File: config.mk
export PLATFORM = sky130hd
export DESIGN_NAME = ika9958_csync_sep
export DESIGN_NICKNAME = d
export VERILOG_FILES = /design/src/rtl/ika9958_pkg.sv /design/src/rtl/ika9958_csync_pulse_meas.sv /design/src/rtl/ika9958_csync_sep.sv
export SDC_FILE = /design/constraint.sdc
export NUM_CORES = 1
export LEC_CHECK = 0
export BUFFER_PORTS_ARGS = -buffer_cell sky130_fd_sc_hd__buf_2
export CELL_PAD_IN_SITES_DETAIL_PLACEMENT = 1
export CELL_PAD_IN_SITES_GLOBAL_PLACEMENT = 1
export CORE_MARGIN = 2
export CORE_UTILIZATION = 30
export DETAILED_ROUTE_END_ITERATION = 6
export PLACE_DENSITY_LB_ADDON = 0.1
export SLEW_MARGIN = 30
export SYNTH_ARGS = -nofsm -noshare
export SYNTH_HDL_FRONTEND = slang
export SYNTH_HIERARCHICAL = 1
export SYNTH_SLANG_ARGS = --single-unit
File: constraint.sdc
create_clock -name phiA -period 6.7 [get_ports phiA]
set_clock_uncertainty 0.15 [all_clocks]
set_input_delay 1.34 -clock phiA [delete_from_list [all_inputs] [get_ports phiA]]
set_output_delay 1.34 -clock phiA [all_outputs]
set_load 0.01 [all_outputs]
File: src/rtl/ika9958_pkg.sv
// Shared types and timing constants for the ika9958 sync path.
// Build option IKA9958_CSYNC_DEGLITCH_EN is consumed by ika9958_csync_pulse_meas.
package ika9958_pkg;

    typedef enum logic [1:0] {
        CSS_IDLE = 2'd0,
        CSS_HUNT = 2'd1,
        CSS_LOCK = 2'd2
    } css_state_e;

    typedef enum logic [2:0] {
        PC_GLITCH = 3'd0,
        PC_EQ     = 3'd1,
        PC_HS     = 3'd2,
        PC_BROAD  = 3'd3,
        PC_ERR    = 3'd4
    } pulse_class_e;

    localparam int unsigned LINE_NOM   = 342;
    localparam int unsigned MIN_W      = 4;
    localparam int unsigned EQ_MAX     = 18;
    localparam int unsigned HS_MAX     = 40;
    localparam int unsigned BROAD_MIN  = 80;
    localparam int unsigned HALF_LO    = 150;
    localparam int unsigned HALF_HI    = 192;
    localparam int unsigned LINE_TOL   = 4;
    localparam int unsigned LOCK_LINES = 8;
    localparam int unsigned HRST_W     = 2;
    localparam int unsigned VRST_W     = 342;

    localparam int unsigned LW_W     = 8;
    localparam int unsigned PC_W     = 10;
    localparam int unsigned BC_W     = 2;
    localparam int unsigned STREAK_W = $clog2(LOCK_LINES + 1);
    localparam int unsigned HCNT_W   = $clog2(HRST_W + 1);
    localparam int unsigned VCNT_W   = $clog2(VRST_W + 1);

    // Width-to-class mapping of a completed low pulse.
    function automatic pulse_class_e classify_pulse(input logic [LW_W-1:0] w);
        pulse_class_e c;
        if (w < LW_W'(MIN_W))          c = PC_GLITCH;
        else if (w <= LW_W'(EQ_MAX))   c = PC_EQ;
        else if (w <= LW_W'(HS_MAX))   c = PC_HS;
        else if (w >= LW_W'(BROAD_MIN)) c = PC_BROAD;
        else                           c = PC_ERR;
        return c;
    endfunction

endpackage

File: src/rtl/ika9958_csync_pulse_meas.sv
// Sync-pin front end: synchronizer, optional majority deglitch
// (IKA9958_CSYNC_DEGLITCH_EN), low-pulse width counter and classification.
module ika9958_csync_pulse_meas
    import ika9958_pkg::*;
(
    input  logic         phiA,
    input  logic         RST_async_n,
    input  logic         phiL_NCEN,
    input  logic         i_CSYNC_n,
    output logic         qual_c,
    output logic         pend_c,
    output pulse_class_e pclass_c
);

    localparam logic [LW_W-1:0] LW_MAX = '1;

    logic            sync1_q;
    logic            sync2_q;
    logic            s_n;
    logic [LW_W-1:0] lw_q;
    logic [LW_W-1:0] lw_d;

    always_ff @(posedge phiA or negedge RST_async_n) begin
        if (!RST_async_n) begin
            sync1_q <= 1'b1;
            sync2_q <= 1'b1;
            lw_q    <= '0;
        end else if (phiL_NCEN) begin
            sync1_q <= i_CSYNC_n;
            sync2_q <= sync1_q;
            lw_q    <= lw_d;
        end
    end

`ifdef IKA9958_CSYNC_DEGLITCH_EN
    logic tap1_q;
    logic tap2_q;

    always_ff @(posedge phiA or negedge RST_async_n) begin
        if (!RST_async_n) begin
            tap1_q <= 1'b1;
            tap2_q <= 1'b1;
        end else if (phiL_NCEN) begin
            tap1_q <= sync2_q;
            tap2_q <= tap1_q;
        end
    end

    assign s_n = (sync2_q & tap1_q) | (sync2_q & tap2_q) | (tap1_q & tap2_q);
`else
    assign s_n = sync2_q;
`endif

    // lw still holds the full width on the first high tick, so the pulse is classified there.
    always_comb begin
        lw_d = '0;
        if (!s_n) begin
            lw_d = (lw_q == LW_MAX) ? lw_q : lw_q + 1'b1;
        end
        qual_c   = !s_n && (lw_q == LW_W'(MIN_W - 1));
        pend_c   = s_n && (lw_q != '0);
        pclass_c = classify_pulse(lw_q);
    end

endmodule

File: src/rtl/ika9958_csync_sep.sv
// Composite-sync separator: regenerates HRST/VRST strobes, field, line length and lock
// from an external composite sync. Optional input deglitch via IKA9958_CSYNC_DEGLITCH_EN.
module ika9958_csync_sep
    import ika9958_pkg::*;
(
    input  logic             phiA,
    input  logic             RST_async_n,
    input  logic             phiL_NCEN,
    input  logic             i_CSYNC_n,
    output logic             o_HRST_n,
    output logic             o_VRST_n,
    output logic             o_FIELD,
    output logic             o_LOCKED,
    output logic [PC_W-1:0]  o_LINE_LEN
);

    localparam logic [PC_W-1:0] PC_MAX = '1;

    logic         qual_c;
    logic         pend_c;
    pulse_class_e pclass_c;

    ika9958_csync_pulse_meas u_meas (
        .phiA        (phiA),
        .RST_async_n (RST_async_n),
        .phiL_NCEN   (phiL_NCEN),
        .i_CSYNC_n   (i_CSYNC_n),
        .qual_c      (qual_c),
        .pend_c      (pend_c),
        .pclass_c    (pclass_c)
    );

    css_state_e          state_q,    state_d;
    logic [PC_W-1:0]     pc_q,       pc_d;
    logic [STREAK_W-1:0] streak_q,   streak_d;
    logic [BC_W-1:0]     bc_q,       bc_d;
    logic [HCNT_W-1:0]   hcnt_q,     hcnt_d;
    logic [VCNT_W-1:0]   vcnt_q,     vcnt_d;
    logic [PC_W-1:0]     line_len_q, line_len_d;
    logic                half_q,     half_d;
    logic                fieldq_q,   fieldq_d;
    logic                field_q,    field_d;
    logic                hrst_n_q,   hrst_n_d;
    logic                vrst_n_q,   vrst_n_d;
    logic                locked_q,   locked_d;
    logic                line_start;
    logic                in_tol;
    logic                err;

    always_comb begin
        state_d    = state_q;
        pc_d       = pc_q;
        streak_d   = streak_q;
        bc_d       = bc_q;
        hcnt_d     = hcnt_q;
        vcnt_d     = vcnt_q;
        line_len_d = line_len_q;
        half_d     = half_q;
        fieldq_d   = fieldq_q;
        field_d    = field_q;

        line_start = qual_c && ((pc_q >= PC_W'(HALF_HI)) || (state_q == CSS_IDLE));
        in_tol     = (pc_q >= PC_W'(LINE_NOM - LINE_TOL)) && (pc_q <= PC_W'(LINE_NOM + LINE_TOL));
        err        = pend_c && (pclass_c == PC_ERR);

        if (pc_q != PC_MAX) pc_d = pc_q + 1'b1;
        if (hcnt_q != '0)   hcnt_d = hcnt_q - 1'b1;
        if (vcnt_q != '0)   vcnt_d = vcnt_q - 1'b1;

        if (qual_c) half_d = (pc_q >= PC_W'(HALF_LO)) && (pc_q < PC_W'(HALF_HI));

        if (line_start) begin
            pc_d   = PC_W'(1);
            hcnt_d = HCNT_W'(HRST_W);
            if (state_q != CSS_IDLE) line_len_d = pc_q;
        end

        // Lock tracking on line-start distances and error pulses.
        case (state_q)
            CSS_IDLE: begin
                if (line_start) begin
                    state_d  = CSS_HUNT;
                    streak_d = '0;
                end
            end
            CSS_HUNT: begin
                if (line_start) begin
                    if (in_tol) begin
                        streak_d = streak_q + 1'b1;
                        if (streak_q == STREAK_W'(LOCK_LINES - 1)) state_d = CSS_LOCK;
                    end else begin
                        streak_d = '0;
                    end
                end
                if (err) streak_d = '0;
            end
            CSS_LOCK: begin
                if ((line_start && !in_tol) || err) begin
                    state_d  = CSS_HUNT;
                    streak_d = '0;
                end
            end
            default: state_d = CSS_IDLE;
        endcase

        if ((pc_q == PC_MAX) && !line_start) begin
            state_d  = CSS_IDLE;
            streak_d = '0;
        end

        // Broad-pulse counting drives field capture and the vertical strobe.
        if (pend_c) begin
            case (pclass_c)
                PC_BROAD: begin
                    if (bc_q != '1) bc_d = bc_q + 1'b1;
                    if (bc_q == BC_W'(0)) fieldq_d = half_q;
                    if (bc_q == BC_W'(2)) begin
                        field_d = fieldq_q;
                        vcnt_d  = VCNT_W'(VRST_W);
                    end
                end
                PC_HS:   bc_d = '0;
                default: ;
            endcase
        end

        hrst_n_d = (hcnt_d == '0);
        vrst_n_d = (vcnt_d == '0);
        locked_d = (state_q == CSS_LOCK);
    end

    always_ff @(posedge phiA or negedge RST_async_n) begin
        if (!RST_async_n) begin
            state_q    <= CSS_IDLE;
            pc_q       <= '0;
            streak_q   <= '0;
            bc_q       <= '0;
            hcnt_q     <= '0;
            vcnt_q     <= '0;
            line_len_q <= '0;
            half_q     <= 1'b0;
            fieldq_q   <= 1'b0;
            field_q    <= 1'b0;
            hrst_n_q   <= 1'b1;
            vrst_n_q   <= 1'b1;
            locked_q   <= 1'b0;
        end else if (phiL_NCEN) begin
            state_q    <= state_d;
            pc_q       <= pc_d;
            streak_q   <= streak_d;
            bc_q       <= bc_d;
            hcnt_q     <= hcnt_d;
            vcnt_q     <= vcnt_d;
            line_len_q <= line_len_d;
            half_q     <= half_d;
            fieldq_q   <= fieldq_d;
            field_q    <= field_d;
            hrst_n_q   <= hrst_n_d;
            vrst_n_q   <= vrst_n_d;
            locked_q   <= locked_d;
        end
    end

    assign o_HRST_n   = hrst_n_q;
    assign o_VRST_n   = vrst_n_q;
    assign o_FIELD    = field_q;
    assign o_LOCKED   = locked_q;
    assign o_LINE_LEN = line_len_q;

endmodule

; ---- After elaboration in Yosys (flattened, before gate mapping)
; Index checks and enable logic that the tools add are counted.
[word_totals]
in_bits = 4
wordCells = 114
regBits = 55
[classes]
n_mux = 30
n_eq_ne = 20
reduce_logical = 33
order_cmp = 9
n_addsub = 6
[ops]
columns = op, n
row1 = two-way mux 9 bit, 4
row2 = two-way mux 4 bit, 6
row3 = greater-or-equal comparator 10 x 8 -> 1 bit (second input constant), 2
row4 = two-way mux 10 bit, 2
row5 = two-way mux 2 bit, 9
row6 = two-way mux 8 bit, 2
row7 = two-way mux 3 bit, 4
row8 = case mux 4 bit (3 select lines), 1
row9 = AND reduction 4 bit, 3
row10 = adder 10 x 1 -> 10 bit (second input constant), 1
row11 = == test 10 bit (second input constant), 1
row12 = greater-or-equal comparator 10 x 9 -> 1 bit (second input constant), 1
row13 = <= comparator 10 x 9 -> 1 bit (second input constant), 1
row14 = < comparator 10 x 8 -> 1 bit (second input constant), 1
row15 = != test 10 bit (second input constant), 1
row16 = zero test 9 bit, 1
row17 = != test 3 bit (second input constant), 3
row18 = nonzero test 9 bit, 1
row19 = subtractor 9 x 1 -> 9 bit (second input constant), 1
row20 = adder 8 x 1 -> 8 bit (second input constant), 1
row21 = == test 8 x 2 -> 1 bit (second input constant), 1
row22 = == test 8 bit (second input constant), 1
row23 = greater-or-equal comparator 8 x 7 -> 1 bit (second input constant), 1
row24 = <= comparator 8 x 5 -> 1 bit (second input constant), 1
row25 = other kinds (28), 48

; ---- Logic depth before layout (Yosys ltp)
; Gate-level depths: netlist of run 1.
[logic_depth]
ltp_word = 11
ltp_mapped = 12
mapped_depth_nobuf = 12

; ---- Hierarchy
; The synthesis of run 1 kept the hierarchy.
[by_module_without_submodules]
columns = module, seq_area_each_um2, area_each_um2, n_inst, cells_each
row1 = ika9958_csync_sep, 1128.6, 2509.9, 1, 256
row2 = ika9958_csync_pulse_meas, 252.7, 698.2, 1, 76

; ---- Least setup slack after synthesis of run 1
; No wires, ideal clock.
[synth_timing]
kind = reg-to-reg
from = reg u_meas.lw_q[4]
to = reg line_len_q[0], in the netlist o_LINE_LEN[0]
arrival_time_ns = 2.709
path_buffers = 1
path_slack_ns = 3.717
required_time_ns = 6.425
path_stages_with_launch = 8
setup_time_ns = 0.125
path_cell_list = dfrtp_1 -> buf_2 -> or2_2 -> or4_1 -> nor3b_2 -> nand2_1 -> nor3_2 -> mux2_2
[synth_via]
elab_chain_cells = 4
[synth_lines]
columns = item, line
row1 = "start, declared", ika9958_csync_pulse_meas.sv:20  ; logic [LW_W-1:0] lw_q;
row2 = "start signal, assigned", ika9958_csync_pulse_meas.sv:31  ; lw_q <= lw_d;
row3 = == test 8 x 2 -> 1 bit, ika9958_csync_pulse_meas.sv:60  ; qual_c = !s_n && (lw_q == LW_W'(MIN_W - 1));
row4 = logical AND 1 bit, ika9958_csync_pulse_meas.sv:60
row5 = via qual_c, ika9958_csync_sep.sv:19  ; logic qual_c;
row6 = logical AND 1 bit, ika9958_csync_sep.sv:62  ; line_start = qual_c && ((pc_q >= PC_W'(HALF_HI)) || (state_q == CSS_IDLE));
row7 = AND reduction 3 bit (no line), n/a
row8 = "end signal, assigned", ika9958_csync_sep.sv:154  ; line_len_q <= line_len_d;
row9 = "end, declared", ika9958_csync_sep.sv:39  ; logic [PC_W-1:0] line_len_q, line_len_d;
; The timed path passes the listed nets, and every way through them passes these cells.
; A chain may end at the register's enable or synchronous reset.

; ---- Final worst setup path of run 1
[layout_timing]
from = reg u_meas.lw_q[4]
to = reg line_len_q[4], in the netlist o_LINE_LEN[4]
; The elaborated chain is that of the path after synthesis.

==> impl_metrics.tcl, run 1 <==
set metrics [dict create \
    outcome "completed" \
    syn_to_final_growth_pct 8.70 \
    grt_pass1_vias 2552 \
    core_mm2 0.0104 \
    cts_sinks 55 \
    wl_mm 7.46 \
    die_area_mm2 0.0115 \
    ys_types 74 \
    power_mw 0.983 \
    fin_setup_tns_ps 0 \
    synth_flop_cell "dfrtp_1" \
    chipWidth_um 107 \
    rsz0062_at_grt "false" \
    cts_tree "done" \
    place_inst 473 \
    final-setup-viol-count 0 \
    synth-seq-area-share 0.431 \
    worst_pin_slew_ps 785 \
    drc 0 \
    cts_buffers 5 \
    pin_count 18 \
    cp-end-kind "register" \
    dieHeight_um 107 \
    cpMaxStageDelayCell "nor3_2" \
    final_cell_mix "dfrtp_1 (51), nand2_1 (35), nor2_1 (25), o21ai_0 (25)" \
    hold_class "reg2reg" \
    cp.required_ps 6760 \
    max_slew_margin 0.474 \
    synth-seq-cells 55 \
    diodes 0 \
    syn_area_per_cell_um2 9.66 \
    ctsLongestPathBuffers 2 \
    finalHoldViolCount 0 \
    synth_edf_count 0 \
    powerDensity_mw_per_mm2 282 \
    final_cells 481 \
    ys_warn_count 6 \
    synth_cells 332 \
    postCtsHoldBufs 0 \
    antenna_found_initial 0 \
    cap_violations 0 \
    via_per_inst 5.26 \
    period_needed_ps 3400 \
    synthesis.nets 345 \
    initial_core_util 0.309 \
    start_kind "register" \
    clk_latency_ps 310 \
    grt_pass1_wl_mm 12.8 \
    ant_nets 0 \
    ir_drop_mv 0.130 \
    cts_root_buf "clkbuf_8" \
    crit_type "reg2reg" \
    path_max_fanout 11 \
    crit_chain "or2_2, or4_1, nor3b_2, nand2_1, nor3_2, mux2_2" \
    period_share 0.508 \
    wl_per_cell_um 15.5 \
    cts_resized 0 \
    io_buffers 17 \
    grtUsageTotal 0.138 \
    synth_top_area_cell "dfrtp_1" \
    cts_setup_buffers 0 \
    fillers 1229 \
    grt.overflow.total 0 \
    place_ws_ps 3200 \
    vias 2528 \
    grt_max_degree 56 \
    dr.pass1.iters 4 \
    rows 37 \
    first_iter_violations 72 \
    path_clk_slew_ps 110 \
    fin_ws_ps 3300 \
    syn-cell-area_mm2 0.00321 \
    clock.fmax_ghz 0.294 \
    synthTopCellsByArea "dfrtp_1 (40%), mux2_2 (5.3%), nand2_1 (4.1%), o21ai_0 (3.9%), ha_1 (3.5%)" \
    slowest_delay_ps 650 \
    layout_commonest_cell "dfrtp_1" \
    synth-async-reset-ratio 1.00 \
    final_util 0.336 \
    htreeDepth 2 \
    cp.arrival_ps 3460 \
    nets 357 \
    drive_above_1_share 0.197 \
    yosysTopAreaCellShare 0.398 \
    power_leakage_nw 1.51 \
    globalplace.congestion 0.771 \
    finalMaxSlewViolations 0 \
    dpl.hpwl_mm 5.18 \
]
[cells by family (layout without fill, tap and decap cells)]
kind of cell | after synthesis | in the layout | share of synthesized area
AND/OR/NAND/NOR | 129 | 129 | 0.218
XOR/XNOR | 7 | 7 | 0.0191
adder cells (fa/ha/maj) | 9 | 9 | 0.0351
flip-flops | 55 | 55 | 0.431
multiplexers | 20 | 20 | 0.0686
AO/OA/AOI/OAI | 82 | 82 | 0.185
buffers and inverters | 30 | 43 | 0.0437
[state kept, by name (all words and copies together) (netlist names)]
name	cells
streak_q	4
state_q	2
fieldq_q	1
o_FIELD	1
o_LOCKED	1
pc_q	10
o_HRST_n	1
half_q	1
u_meas/sync1_q	1
u_meas/lw_q	8
hcnt_q	2
o_LINE_LEN	10
o_VRST_n	1
vcnt_q	9
u_meas/s_n	1
bc_q	2
[cells in the mapped netlist (all sizes together), types with 5 or more instances]
master  instances
dfrtp          51
nand2          35
o21ai          27
nor2           25
inv            17
nand3          17
mux2           16
a21oi          12
ha              9
buf             8
a31oi           7
nor4            7
nor3            6
o31ai           6
a22oi           5
clkbuf          5
nand2b          5
or2             5
or3             5
[area by class of cell]
| class | instances | area (um^2) | share of cell area |
|---|---|---|---|
| Clock buffer | 5 | 68.8 | 0.0197 |
| Clock inverter | 3 | 23.8 | 0.00682 |
| Tap cell | 136 | 170 | 0.0488 |
| Multi-Input combinational cell | 247 | 1690 | 0.484 |
| Timing Repair Buffer | 18 | 92.6 | 0.0266 |
| Inverter | 17 | 63.8 | 0.0183 |
| Sequential cell | 55 | 1380 | 0.396 |
[final timing paths]
check                          startpoint              to  slack, ps  cells past startpoint
hold / removal                  hcnt_q[1]        o_HRST_n        330                      1
max in group asynchronous     RST_async_n       hcnt_q[0]       4930                      2
hold reg to reg                 hcnt_q[1]        o_HRST_n        330                      1
setup / recovery           u_meas/lw_q[4]   o_LINE_LEN[4]       3300                      6
min in group asynchronous     RST_async_n  u_meas/lw_q[0]       1000                      2
setup reg to reg           u_meas/lw_q[4]   o_LINE_LEN[4]       3300                      6
[stage by stage]
stage,area [um^2],hold slack (ps)
2_1_floorplan,3210,265
3_3_place_gp,3390,309
3_5_place_dp,3390,301
4_1_cts,3490,332
5_1_grt,3490,355
6_report,3490,327
[power breakdown]
| group | total [mW] | switching (mW) | internal, mW | leakage [nW] |
|---|---|---|---|---|
| clock network | 0.196 | 0.121 | 0.0752 | 0.0408 |
| registers | 0.506 | 0.108 | 0.398 | 0.720 |
| logic | 0.281 | 0.151 | 0.130 | 0.753 |
[worst max-delay path, delay by kind of cell, from the launching register on]
family | cells | cell delay [ps]
DFF | 1 | 510
muxes | 1 | 410
and+or+nand+nor | 5 | 2220
[per-layer routing]
metal / track usage / up-vias / share of wire
met5: 0 / - / 0
met3: 0.0248 / 2 / 0.015
met4: 0.0357 / 0 / 0.0040
met2: 0.240 / 12 / 0.50
met1: 0.177 / 1285 / 0.48
li1: - / 1229 / -
(Power assumes the default switching activity.)
==> run 2, diff against run 1 <==
Clock period 6.7 ns to 3.01 ns, I/O delays scaled along.
==> impl_metrics.tcl, run 2 (synthesized netlist as in run 1, its figures left out) <==
set metrics [dict create \
    cts_setup_buffers 0 \
    period_needed_ps 2880 \
    cts_root_buf "clkbuf_8" \
    nets 375 \
    start_kind "register" \
    cpMaxStageDelayCell "or4_4" \
    ant_nets 0 \
    grt_busiest_layer "met2" \
    wl_mm 7.76 \
    met3_usage 0.0200 \
    outcome "completed" \
    dr.pass1.iters 4 \
    core_mm2 0.0104 \
    syn_to_final_growth_pct 13.3 \
    cts_buffers 5 \
    finalMaxSlewViolations 0 \
    worst_pin_slew_ps 725 \
    initial_core_util 0.309 \
    grt_pass1_vias 2639 \
    place_ws_ps 91.5 \
    dieHeight_um 107 \
    place_inst 491 \
    r2r-start "u_meas/lw_q[2]" \
    cts_sinks 55 \
    slowest_delay_ps 520 \
    clock.fmax_ghz 0.347 \
    globalplace.congestion 0.746 \
    path_clk_slew_ps 100 \
    layout_commonest_cell "dfrtp_1" \
    powerDensity_mw_per_mm2 612 \
    post-route-cell-area_mm2 0.00364 \
    pin_count 18 \
    grt_max_degree 56 \
    cp-end-kind "register" \
    cap_violations 0 \
    path_max_fanout 4 \
    finalHoldViolCount 0 \
    cp-endpoint "streak_q[0]" \
    drive_above_1_share 0.238 \
    rows 37 \
    cp.arrival_ps 2910 \
    period_share 0.957 \
    final_cell_mix "dfrtp_1 (51), nand2_1 (35), nor2_1 (25), o21ai_0 (25), buf_4 (19)" \
    grt_pass1_wl_mm 13.4 \
    antenna_found_initial 0 \
    grt.met1_usage 0.199 \
    hold_class "in2async" \
    fin_ws_ps 130 \
    vias 2583 \
    die_area_mm2 0.0115 \
    cp.required_ps 3040 \
    rsz0062_at_grt "false" \
    via_per_inst 5.19 \
    dpl.hpwl_mm 5.60 \
    drc 0 \
    power_leakage_nw 1.62 \
    chipWidth_um 107 \
    first_iter_violations 73 \
    diodes 0 \
    grtUsageMet2 0.241 \
    final_util 0.351 \
    cts_tree "done" \
    clk_latency_ps 310 \
    cts_resized 0 \
    postCtsHoldBufs 0 \
    fin_setup_tns_ps 0 \
    dpl_cell_area_mm2 0.00353 \
    io_buffers 17 \
    max_slew_margin 0.513 \
    crit_start "u_meas/lw_q[2]" \
    grt.overflow.total 0 \
    r2r-end "streak_q[0]" \
    r2r_cells 8 \
    crit_chain "or2_1, or4_4, o21a_1, and4bb_2, buf_4, o31a_1, o21ai_4, mux2_1" \
    htreeDepth 2 \
    ff2ff_setup_slack_ps 130 \
    final-setup-viol-count 0 \
    ir_drop_mv 0.275 \
    crit_type "reg2reg" \
    final_cells 498 \
    wl_per_cell_um 15.6 \
    ctsLongestPathBuffers 2 \
    grtUsageTotal 0.144 \
]
-- run 2: worst max-delay path: cells and delay by family (launching register included) --
kind                   cells  cell delay, ps
buffers and inverters      1             150
DFF                        1             390
muxes                      1             340
AOI/OAI and AO/OA          3             680
and+or+nand+nor            3            1050
-- run 2: final cells by class --
type,instances,area (um^2)
clock buffers,6,82.6
clock inverters,1,5.00
fillers,1216,6730
inverters,17,63.8
flip-flops and latches,55,1380
well taps,136,170
multi-input cells,247,1710
repair buffers,36,228
-- run 2: worst min path at each step --
stage	end	cells past startpoint	slack [ps]	start
after floorplan	bc_q[0]	0	160	RST_async_n
after CTS	bc_q[0]	2	310	RST_async_n
after global placement	hcnt_q[0]	1	310	hcnt_q[0]
after global routing	u_meas/lw_q[2]	2	360	RST_async_n
final	u_meas/lw_q[2]	2	290	RST_async_n
after detailed placement	hcnt_q[0]	1	310	hcnt_q[0]
-- run 2: per-layer routing --
metal | routed length (um) | up-vias
met5 | 0 | -
met4 | 69 | 0
met3 | 116 | 5
met2 | 3780 | 21
met1 | 3790 | 1292
li1 | - | 1265
-- run 2: per-stage QoR --
step,hold slack (ps),power [mW]
2_1_floorplan,156,1.59
3_3_place_gp,309,1.80
3_5_place_dp,313,1.81
4_1_cts,313,2.26
5_1_grt,360,2.42
6_report,288,2.23
-- run 2: power breakdown --
group	internal, mW	leakage, nW	switching (mW)
sequential	0.886	0.720	0.217
clock	0.182	0.0470	0.242
combinational	0.329	0.848	0.370
total	1.40	1.62	0.830
